[src/rtl/piano_pkg.sv]
// rtl/piano_pkg.sv - shared note codes, half-period table and tone FSM states
package piano_pkg;

    localparam logic [3:0] NOTE_REST = 4'd0;
    localparam logic [3:0] NOTE_C4   = 4'd1;
    localparam logic [3:0] NOTE_D4   = 4'd2;
    localparam logic [3:0] NOTE_E4   = 4'd3;
    localparam logic [3:0] NOTE_F4   = 4'd4;
    localparam logic [3:0] NOTE_G4   = 4'd5;
    localparam logic [3:0] NOTE_A4   = 4'd6;
    localparam logic [3:0] NOTE_B4   = 4'd7;
    localparam logic [3:0] NOTE_C5   = 4'd8;
    localparam logic [3:0] NOTE_D5   = 4'd9;
    localparam logic [3:0] NOTE_E5   = 4'd10;
    localparam logic [3:0] NOTE_F5   = 4'd11;
    localparam logic [3:0] NOTE_G5   = 4'd12;
    localparam logic [3:0] NOTE_A5   = 4'd13;
    localparam logic [3:0] NOTE_B5   = 4'd14;
    localparam logic [3:0] NOTE_RSVD = 4'd15;

    localparam int HALF_W = 18;

    typedef enum logic [1:0] {
        ST_IDLE = 2'd0,
        ST_GAP  = 2'd1,
        ST_TONE = 2'd2
    } tone_state_t;

    // Half-period in 100 MHz clocks for each sounding note; rest/reserved give 0.
    function automatic logic [HALF_W-1:0] note_half(input logic [3:0] note);
        logic [HALF_W-1:0] h;
        case (note)
            NOTE_C4: h = 18'd191110;
            NOTE_D4: h = 18'd170265;
            NOTE_E4: h = 18'd151685;
            NOTE_F4: h = 18'd143172;
            NOTE_G4: h = 18'd127551;
            NOTE_A4: h = 18'd113636;
            NOTE_B4: h = 18'd101239;
            NOTE_C5: h = 18'd95555;
            NOTE_D5: h = 18'd85132;
            NOTE_E5: h = 18'd75843;
            NOTE_F5: h = 18'd71586;
            NOTE_G5: h = 18'd63776;
            NOTE_A5: h = 18'd56818;
            NOTE_B5: h = 18'd50620;
            default: h = '0;
        endcase
        return h;
    endfunction

    function automatic logic note_valid(input logic [3:0] note);
        return (note >= NOTE_C4) && (note <= NOTE_B5);
    endfunction

endpackage

[src/rtl/piano_tone_gen_rom.sv]
// rtl/piano_tone_gen_rom.sv - combinational note to half-period lookup
// Ports:
//   i_note  4-bit note code
//   o_half  half-period in clocks after HALF_SHIFT is applied (0 for rest/reserved)
module note_period_rom
    import piano_pkg::*;
#(
    parameter int HALF_SHIFT = 0
) (
    input  logic [3:0]        i_note,
    output logic [HALF_W-1:0] o_half
);

    assign o_half = note_half(i_note) >> HALF_SHIFT;

endmodule

[src/rtl/piano_tone_gen.sv]
// rtl/piano_tone_gen.sv - note code to buzzer square wave with articulation gap
// Ports:
//   i_clk          system clock (100 MHz)
//   i_rst_n        asynchronous active-low reset
//   i_en           1 = sound allowed, 0 = mute and return to idle
//   i_note_in      0 rest, 1..14 C4..B5, 15 reserved (rest)
//   o_buzzer_out   square wave to the buzzer pin
//   o_playing      1 while a tone is sounding
//   o_note_active  note currently sounding, 0 otherwise
module piano_tone_gen
    import piano_pkg::*;
#(
    parameter int GAP_CYCLES = 2_000_000,
    parameter int HALF_SHIFT = 0
) (
    input  logic       i_clk,
    input  logic       i_rst_n,
    input  logic       i_en,
    input  logic [3:0] i_note_in,
    output logic       o_buzzer_out,
    output logic       o_playing,
    output logic [3:0] o_note_active
);

    localparam int GW         = (GAP_CYCLES > 0) ? $clog2(GAP_CYCLES + 1) : 1;
    localparam int GAP_LOAD_I = (GAP_CYCLES > 0) ? (GAP_CYCLES - 1) : 0;
    localparam logic [GW-1:0] GAP_LOAD = GW'(GAP_LOAD_I);

    tone_state_t       r_state;
    logic [3:0]        r_note;
    logic [HALF_W-1:0] r_cnt;
    logic [GW-1:0]     r_gcnt;
    logic              r_buzz;
    logic              r_playing;
    logic [3:0]        r_note_active;

    tone_state_t       w_state_nxt;
    logic [3:0]        w_note_nxt;
    logic [HALF_W-1:0] w_cnt_nxt;
    logic [GW-1:0]     w_gcnt_nxt;
    logic              w_buzz_nxt;
    logic              w_go;
    logic [HALF_W-1:0] w_half;

    // The counter always times the latched note, never the live input.
    note_period_rom #(
        .HALF_SHIFT (HALF_SHIFT)
    ) u_rom (
        .i_note (r_note),
        .o_half (w_half)
    );

    assign w_go = i_en && note_valid(i_note_in);

    always_comb begin
        w_state_nxt = r_state;
        w_note_nxt  = r_note;
        w_cnt_nxt   = r_cnt;
        w_gcnt_nxt  = r_gcnt;
        w_buzz_nxt  = r_buzz;
        case (r_state)
            ST_IDLE: begin
                w_buzz_nxt = 1'b0;
                w_cnt_nxt  = '0;
                if (w_go) begin
                    w_state_nxt = ST_TONE;
                    w_note_nxt  = i_note_in;
                    w_buzz_nxt  = 1'b1;
                end
            end
            ST_TONE: begin
                if (!w_go) begin
                    w_state_nxt = ST_IDLE;
                    w_buzz_nxt  = 1'b0;
                    w_cnt_nxt   = '0;
                end else if (i_note_in != r_note) begin
                    w_cnt_nxt = '0;
                    if (GAP_CYCLES == 0) begin
                        w_note_nxt = i_note_in;
                        w_buzz_nxt = 1'b1;
                    end else begin
                        w_state_nxt = ST_GAP;
                        w_buzz_nxt  = 1'b0;
                        w_gcnt_nxt  = GAP_LOAD;
                    end
                end else if (r_cnt == w_half - 18'd1) begin
                    w_buzz_nxt = ~r_buzz;
                    w_cnt_nxt  = '0;
                end else begin
                    w_cnt_nxt = r_cnt + 18'd1;
                end
            end
            ST_GAP: begin
                w_buzz_nxt = 1'b0;
                w_cnt_nxt  = '0;
                if (!w_go) begin
                    w_state_nxt = ST_IDLE;
                end else if (r_gcnt == '0) begin
                    // Whatever note is present when the gap expires wins.
                    w_state_nxt = ST_TONE;
                    w_note_nxt  = i_note_in;
                    w_buzz_nxt  = 1'b1;
                end else begin
                    w_gcnt_nxt = r_gcnt - 1'b1;
                end
            end
            default: begin
                w_state_nxt = ST_IDLE;
                w_buzz_nxt  = 1'b0;
                w_cnt_nxt   = '0;
            end
        endcase
    end

    always_ff @(posedge i_clk or negedge i_rst_n) begin
        if (!i_rst_n) begin
            r_state       <= ST_IDLE;
            r_note        <= NOTE_REST;
            r_cnt         <= '0;
            r_gcnt        <= '0;
            r_buzz        <= 1'b0;
            r_playing     <= 1'b0;
            r_note_active <= NOTE_REST;
        end else begin
            r_state       <= w_state_nxt;
            r_note        <= w_note_nxt;
            r_cnt         <= w_cnt_nxt;
            r_gcnt        <= w_gcnt_nxt;
            r_buzz        <= w_buzz_nxt;
            r_playing     <= (w_state_nxt == ST_TONE);
            r_note_active <= (w_state_nxt == ST_TONE) ? w_note_nxt : NOTE_REST;
        end
    end

    assign o_buzzer_out  = r_buzz;
    assign o_playing     = r_playing;
    assign o_note_active = r_note_active;

endmodule

[config.mk]
export PLATFORM = sky130hd
export DESIGN_NAME = piano_tone_gen
export DESIGN_NICKNAME = d
export VERILOG_FILES = /design/src/rtl/piano_pkg.sv /design/src/rtl/piano_tone_gen_rom.sv /design/src/rtl/piano_tone_gen.sv
export SDC_FILE = /design/constraint.sdc
export NUM_CORES = 1
export LEC_CHECK = 0
export BUFFER_PORTS_ARGS = -buffer_cell sky130_fd_sc_hd__buf_2
export CORE_MARGIN = 5
export CORE_UTILIZATION = 60
export DETAILED_ROUTE_END_ITERATION = 16
export HOLD_SLACK_MARGIN = 0.02
export PLACE_DENSITY = 0.88
export SLEW_MARGIN = 20
export SYNTH_ARGS = -nofsm -noshare
export SYNTH_HDL_FRONTEND = slang
export SYNTH_SLANG_ARGS = --single-unit
[constraint.sdc]
create_clock -name i_clk -period 10.6 [get_ports i_clk]
set_input_delay 0 -clock i_clk [delete_from_list [all_inputs] [get_ports i_clk]]
set_output_delay 0 -clock i_clk [all_outputs]
set_load 0.01 [all_outputs]
# After elaboration in Yosys (flattened, before gate mapping)
# Memory sizes are Yosys's and may differ from the RTL's.
# Index checks and enable logic that the tools add are counted.
# totals
mem_bits_ro	288
mem_count	1
elab_cells	57
out_inout_bits	6
in_bits	7
regBits	51
# classes
eq_ne	10
order_cmp	2
addsub	3
mux	27
reduce_logical	6
n_bitwise	1
# memory_table
memory	depth	width	read_ports	rd_ports_with_merged_regs	wr	line	rtl
(no name shown)	16	18	1	0	0	piano_pkg.sv:32	case (note)
# op_table
op	count
$mux 21	4
$mux 18	4
$pmux 21 s2	1
$logic_not 21->1	1
$sub 21x1->21 const B	1
$add 18x1->18 const B	1
$eq 18x18->1	1
$sub 18x1->18 const B	1
$mux 4	4
$mux 2	5
$ne 2x2->1 const B	4
$pmux 4 s2	1
$mux 1	6
$pmux 2 s3	1
$reduce_and 5->1	1
$eq 2x2->1 const B	2
$ge 4x1->1 const B	1
$le 4x4->1 const B	1
$ne 4x4->1	1
$ne 4x4->1 const B	1
$pmux 1 s3	1
$eq 2x1->1 const B	1
$logic_and 1x1->1	2
$logic_not 2->1	1
2 further kinds	2

# Longest topological paths before layout
# Gate-level depths: netlist of run 1.
# depth
word_depth	7
ltp_mapped	17
mapped_depth_nobuf	14

# Hierarchy
# A second synthesis of run 1 with hierarchy kept.
# hier_totals
hier_cells	428
hier_area_um2	3678.5
# modules_own_cells
mod	instances	area_each_um2	cells_each	seq_area_each_um2
piano_tone_gen	1	3178.0	354	1276.2
note_period_rom	1	500.5	74	0.0

# Worst setup path after synthesis of run 1
# No wires, ideal clock.
# synth_timing
path_kind	register to register
startpoint	register r_note[1]
endpoint	register r_buzz (netlist: o_buzzer_out)
t_arrival_ns	3.205
path_slack_ns	7.270
path_buffers	3
setup_time_ns	0.125
required_time_ns	10.475
synth_period_minus_slack_ns	3.330
stages_incl_launch_ff	14
cell_sequence	dfrtp_1 -> clkbuf_1 -> inv_1 -> ha_1 -> buf_4 -> mux4_2 -> nand4b_1 -> and4b_1 -> nor4_1 -> a311oi_1 -> nor4_1 -> a31o_1 -> buf_2 -> mux2_4
# synth_between
elab_chain_len	4
elab_cells_between_ends	8
classes_between	add/sub: 1; eq/ne: 3; mux: 3; memory: 1
# synth_rtl
item	line	rtl
start: declaration	piano_tone_gen.sv:30	logic [3:0] r_note;
start signal: assignment	piano_tone_gen.sv:126	r_note <= w_note_nxt;
$mem_v2 16x18 / $ne 4x4->1 (equally long branches)	--	
$sub 18x1->18 / $mux 1 (equally long branches)	piano_tone_gen.sv:86, piano_tone_gen.sv:76	
$eq 18x18->1 / $mux 1 (equally long branches)	piano_tone_gen.sv:86, piano_tone_gen.sv:72	
$ne 4x4->1 (no line) / $pmux 1 s3 (equally long branches)	--	
end signal: assignment	piano_tone_gen.sv:129	r_buzz <= w_buzz_nxt;
end: declaration	piano_tone_gen.sv:33	logic r_buzz;
# Several ways; a longest one is shown, not always the timed one.
# A chain may end at the register's enable or synchronous reset.

# Final worst setup path of run 1
# layout_timing
startpoint	register r_note[0]
endpoint	register r_buzz (netlist: o_buzzer_out)
# Same word-level chain as after synthesis.

==> results of run 1 <==
-- cells in the final DEF, fill, tap and decap left out, types with 3 or more instances in the layout --
master    count
a211oi_1      4
a21boi_0      3
a21oi_1      21
a31oi_1       4
and2_1        4
and3_1        8
and3_4        3
buf_2        12
buf_4         3
clkbuf_8      5
dfrtp_1      51
ha_1         15
inv_1        20
nand2_1      36
nand2b_1      7
nand3_1      14
nand4_1       6
nor2_1       55
nor2b_1       4
nor3_1       15
nor3b_1       5
nor4_1       12
o21ai_0       9
o22ai_1       4
o31ai_1       5
or2_2         3
xnor2_1      40
xor2_1       16
-- worst max-delay path, stage by stage (launching register included) --
cell and delay [ns]:
dfrtp_1 0.75, inv_1 0.28, ha_1 0.38, and3b_1 0.27, nor3_1 0.05, a211oi_1 0.45, nand2_1 0.21, nor3_1 0.25
o22ai_1 0.12, nor4_1 0.29, a31o_1 0.65, mux2_4 0.35
-- cells in the mapped netlist (all sizes together), types with 13 or more instances --
master / n / share of area, %
nand3: 14 / 1.8
inv: 20 / 2.0
nand2: 36 / 3.6
buf: 14 / 2.8
ha: 15 / 4.9
xor2: 16 / 3.7
nor4: 13 / 2.3
a21oi: 21 / 2.8
nor3: 15 / 2.0
xnor2: 40 / 9.2
dfrtp: 51 / 34
nor2: 55 / 5.4
-- registers in the layout, summed over array words and instances (netlist names) --
| register | count |
|---|---|
| o_playing | 1 |
| r_gcnt | 21 |
| r_state | 2 |
| r_cnt | 18 |
| r_note | 4 |
| o_buzzer_out | 1 |
| o_note_active | 4 |
-- cells by family after synthesis --
group / after synthesis / synth area share (%)
multiplexers: 8 / 3.395
AND/OR/NAND/NOR: 188 / 25.64
AO/OA/AOI/OAI: 78 / 13.81
adder cells (fa/ha/maj): 15 / 4.944
buffers and inverters: 43 / 5.669
flip-flops: 51 / 33.62
XOR/XNOR: 56 / 12.92
-- stage by stage --
stage	power [uW]	util, %
global route	1036	63.17
floorplan	740.6	-
global placement	820.4	61.51
finish	961.3	63.17
detailed placement	835.1	61.51
CTS	953.1	63.17
-- worst min path at each step --
| stage | to | cells past startpoint |
|---|---|---|
| after floorplan | o_buzzer_out | 0 |
| after global placement | r_note[2] | 2 |
| after detailed placement | r_cnt[9] | 2 |
| after CTS | r_note[2] | 3 |
| after global routing | r_note[3] | 3 |
| final | r_note[3] | 3 |
-- per-layer routing --
| metal | part of all wire (%) | global-route usage, % | vias up |
|---|---|---|---|
| met2 | 50 | 38.10 | 105 |
| li1 | - | - | 1549 |
| met1 | 41 | 27.71 | 1535 |
| met5 | 0 | 0 | - |
| met4 | 3.0 | 10.42 | 0 |
| met3 | 5.2 | 3.871 | 21 |
-- power breakdown --
group	internal [uW]	total, uW	switching (uW)
sequential	216	240	24.8
clock	47.3	116	68.5
combinational	244	605	361
total	507	961	454
-- final cells by class --
type / instances / area share (%)
tap: 77 / 2.444
inverter: 21 / 1.999
sequential: 51 / 32.37
clock buffer: 5 / 1.745
timing repair buffer: 16 / 2.348
multi-input combinational: 345 / 58.46
clock inverter: 3 / 0.6347
==> results.toml, run 1 <==
[critical_path]
reg2reg_depth = 11
end_kind = "register"
crit_type = "register to register"
rr_startpoint = "r_note[0]"
endpoint = "o_buzzer_out"
critPathMaxFanout = 19
critPathLaunchType = "register"
reg2reg_to = "o_buzzer_out"
startpoint = "r_note[0]"
r2r_setup_slack_ns = 6.42
critPathArrivalTime_ns = 4.39
required_ns = 10.81

[sta]
max_slew_margin_pct = 44.62
period_share_pct = 39.46
hold_viol = 0
rsz0062_at_grt = "no"
finalSetupViolations = 0
timing.setup.tns_ns = 0
slew_violations = 0
worst_slack_ns = 6.418
fmax_ghz = 0.2391
hold_ws_ns = 0.04526
skew_ns = 0.01443
tightestPinTransition_ns = 0.8199
fin_crit_ns = 4.182

[clocking]
htreeDepth = 2
cts_num_sinks = 51
cts_setup_buffers = 0
postCtsHoldBufs = 1
cts_buffers = 5
clockBufferDepth = 2
cts_tree = "yes"
post_cts_resized = 0
insertion_delay_ns = 0.31
path_clk_slew_ns = 0.10
clockRootBuffer = "clkbuf_8"

[floorplanning]
die_w_um = 89.54
start_util_pct = 60.83
num_rows = 29
die_h_um = 89.54
core-area_um2 = 6241
num_io_pins = 13
die_area_um2 = 8017

[placed_design]
place_inst = 509
placed_cell_area_um2 = 3839
pre_cts_slack_ns = 6.567
io_buffer_count = 12
gp_congestion = 1.002
hpwl_um = 5948

[yosys]
synth_edf_count = 0
ys_ff_latch = 51
syn-num-nets = 461
synth.distinct_cells = 69
synth_ff_type = "dfrtp_1"
ys_warn_count = 0
syn_area_um2 = 3796
netlist_instances = 439
avgSynthCellArea_um2 = 8.647
postSynth.asyncResetShare_pct = 100.0
yosysSeqAreaShare_pct = 33.62

[cells_and_area]
fin_nets = 462
syn2layout_area_growth_pct = 3.856
n_fill_cell = 506
fin_area_um2 = 3943
layout-drive-gt1-share_pct = 8.617
instances_no_fill = 518
multiInputGateArea_um2 = 2305
n_antenna_cell = 0
ff_latch_area_um2 = 1276

[routing]
dr.pass1.iters = 5
ant_nets = 0
drcViolationCount = 0
drtIter0Drc = 191
viasPerCell = 6.197
drt_wl_total_um = 8155
wl_per_cell_um = 15.74
vias = 3210

[power_and_ir_drop]
ir_drop_mv = 0.1572
p_leak_uw = 0.001611
pwr_density_cell_nw_per_um2 = 243.8

[global_route]
grt_usage_pct = 22.47
grt_overflow_total = 0
grt_max_degree = 52
antenna_found_initial = 0
grt_pass1_wl_um = 14060
grt_pass1_vias = 3046

[hold_path]
holdCritPathClass = "input pin to register"
hold_start = "i_note_in[3]"

[run]
max_cap_viol_count = 0

[run_status]
status = "finished, final reports clean"
Power figures use the tool's default switching activity.
==> run 2, diff against run 1 <==
- ABC_AREA: default -> 1
- CORE_UTILIZATION: 60 -> 57
- clock period: 10.6 -> 3.6 ns (I/O delays scaled with it)
==> results.toml, run 2 <==
[floorplanning]
die_h_um = 94.37
die_w_um = 94.37
start_util_pct = 59.07
core-area_um2 = 6869
num_io_pins = 13
num_rows = 30
die_area_um2 = 8906

[yosys]
netlist_instances = 591
avgSynthCellArea_um2 = 6.866
synth_ff_type = "dfrtp_1"
synth_compound_area_share_pct = 8.634
synth-xor-area-share_pct = 5.828
synth_mux_area_share_pct = 0
synthAdderAreaFrac_pct = 4.625
syn-num-nets = 613
ys_warn_count = 0
syn_area_um2 = 4058
yosys-top-cells-area = "dfrtp_1 (31%), nand2_1 (14%), inv_1 (7.3%)"
synth.distinct_cells = 44
synthSimpleGateAreaFrac_pct = 38.67
postSynth.asyncResetShare_pct = 100.0
ys_ff_latch = 51
synth_area_leader_cell = "dfrtp_1"
synth_most_common_cell = "nand2_1"
synth_edf_count = 0
yosysTopAreaCellShare_pct = 31.45
synth_commonest_cells = "nand2_1 (153), inv_1 (79), nor2_1 (75), dfrtp_1 (51), nand3_1 (46)"
synth_top_family_by_area = "simple AND/OR/NAND/NOR gates"
yosysSeqAreaShare_pct = 31.45

[cells_and_area]
regMostFlops = "r_gcnt"
largest_reg_flops = 21
n_fill_cell = 616
n_antenna_cell = 0
final_cell_mix = "nand2_1 (153), inv_1 (78), nor2_1 (75)"
final_common_cell = "nand2_1"
reg.largest.list = "r_gcnt x21, r_cnt x18"
fin_nets = 627
ff_latch_area_um2 = 1276
syn2layout_area_growth_pct = 5.612
layout-drive-gt1-share_pct = 11.55
multiInputGateArea_um2 = 2344

[clocking]
insertion_delay_ns = 0.31
cts_buffers = 5
htreeDepth = 2
cts_tree = "yes"
clockRootBuffer = "clkbuf_8"
cts_setup_buffers = 0
clockBufferDepth = 2
cts_num_sinks = 51
path_clk_slew_ns = 0.11

[power_and_ir_drop]
p_leak_uw = 0.002053
pwr_density_cell_nw_per_um2 = 772.6
power_uw = 3311
ir_drop_mv = 0.2639

[sta]
skew_ns = 0.02160
tightestPinTransition_ns = 0.7464
slew_violations = 0
fmax_ghz = 0.3174
timing.setup.tns_ns = 0
fin_crit_ns = 3.150
worst_slack_ns = 0.4496
rsz0062_at_grt = "no"
hold_ws_ns = 0.05762
max_slew_margin_pct = 48.95
finalSetupViolations = 0
hold_viol = 0
period_share_pct = 87.51

[routing]
dr.pass1.iters = 6
drcViolationCount = 0
ant_nets = 0
drt_wl_total_um = 9233
vias = 3762
wl_per_cell_um = 13.15
viasPerCell = 5.359
drtIter0Drc = 192

[critical_path]
startpoint = "r_note[2]"
critPathArrivalTime_ns = 3.39
crit_path_frequent_cell = "nand2_1"
rr_startpoint = "r_note[2]"
end_kind = "register"
slowest_stage = "dfrtp_1"
crit_path_max_incr_delay_ns = 0.79
critPathLaunchType = "register"
path_cells = "buf_4 -> nand2_4 -> nand2_1 -> nand2_1 -> inv_1 -> ha_1 -> nand4_1 -> nor2_2 -> nand2_1 -> xor2_1 -> o21ai_0 -> nor2_1 -> nand3_2 -> nand2_4 -> nand2_1 -> nand2_1"
reg2reg_to = "o_buzzer_out"
crit_type = "register to register"
required_ns = 3.84
critPathMaxFanout = 18
reg2reg_depth = 16
r2r_setup_slack_ns = 0.45

[placed_design]
gp_congestion = 0.9778
pre_cts_slack_ns = 0.5073
io_buffer_count = 12
hpwl_um = 6996

[hold_path]
hold-path-cell-count = 3
worstHoldEndpoint = "r_note[1]"
holdCritPathClass = "input pin to register"
hold_start = "i_note_in[1]"

[global_route]
grt_max_degree = 52
grt_pass1_wl_um = 16370
antenna_found_initial = 0
grt_overflow_total = 0
grt_pass1_vias = 3728
grt_usage_pct = 22.53

[run_status]
status = "finished, final reports clean"

[run]
max_cap_viol_count = 0
-- run 2: cell type report --
class                      instances  share of cell area (%)
multi-input combinational        445                   54.69
sequential                        51                   29.78
inverter                          84                   7.416
tap                               96                   2.803
timing repair buffer              18                   2.628
clock buffer                       5                   1.606
clock inverter                     3                   1.080
-- run 2: worst max-delay path, delay by kind of cell (launching register included) --
kind	cells	cell delay (ns)
xor gates and xnor gates	1	0.15
buffers and inverters	2	0.34
AOI/OAI and AO/OA	1	0.10
DFF	1	0.79
and+or+nand+nor	11	1.53
adders and majority gates	1	0.17
-- run 2: worst max-delay path by stage --
| stage | end | slack, ns | cells past startpoint |
|---|---|---|---|
| floorplan | r_cnt[13] | 0.90 | 21 |
| global placement | o_buzzer_out | 0.65 | 21 |
| detailed placement | o_buzzer_out | 0.51 | 18 |
| CTS | o_buzzer_out | 0.45 | 18 |
| global route | o_buzzer_out | 0.06 | 21 |
| finish | o_buzzer_out | 0.45 | 16 |
-- run 2: through the flow --
| stage | utilization, % | std cells | instance area (um^2) |
|---|---|---|---|
| 3_3_place_gp | 60.27 | 691 | 4140 |
| 2_1_floorplan | - | 591 | 4058 |
| 6_report | 62.39 | 702 | 4285 |
| 4_1_cts | 62.39 | 702 | 4285 |
| 3_5_place_dp | 60.27 | 691 | 4140 |
| 5_1_grt | 62.39 | 702 | 4285 |
-- run 2: repair_timing --
action	in CTS	in global routing
setup endpoints to repair	0	2
endpoints found under the hold margin	53	0
gates resized for setup	0	1
hold buffers	3	0
-- run 2: logic make-up (layout without fill, tap and decap cells) --
logic type      Yosys count  in the layout
flops                    51             51
fa+ha+maj                15             15
buf+inv                  95            110
xor+xnor                 27             27
compound gates           62             62
simple gates            341            341
-- run 2: report_power, final --
part / total [uW] / internal [uW] / switching [uW]
Sequential: 785 / 662 / 123
Clock: 415 / 210 / 206
Combinational: 2110 / 701 / 1410
-- run 2: routing by layer --
layer | wire length, um | GRT usage, %
met3 | 346 | 3.267
met4 | 230 | 9.266
met5 | 0 | 0
met1 | 4162 | 28.30
met2 | 4494 | 38.77
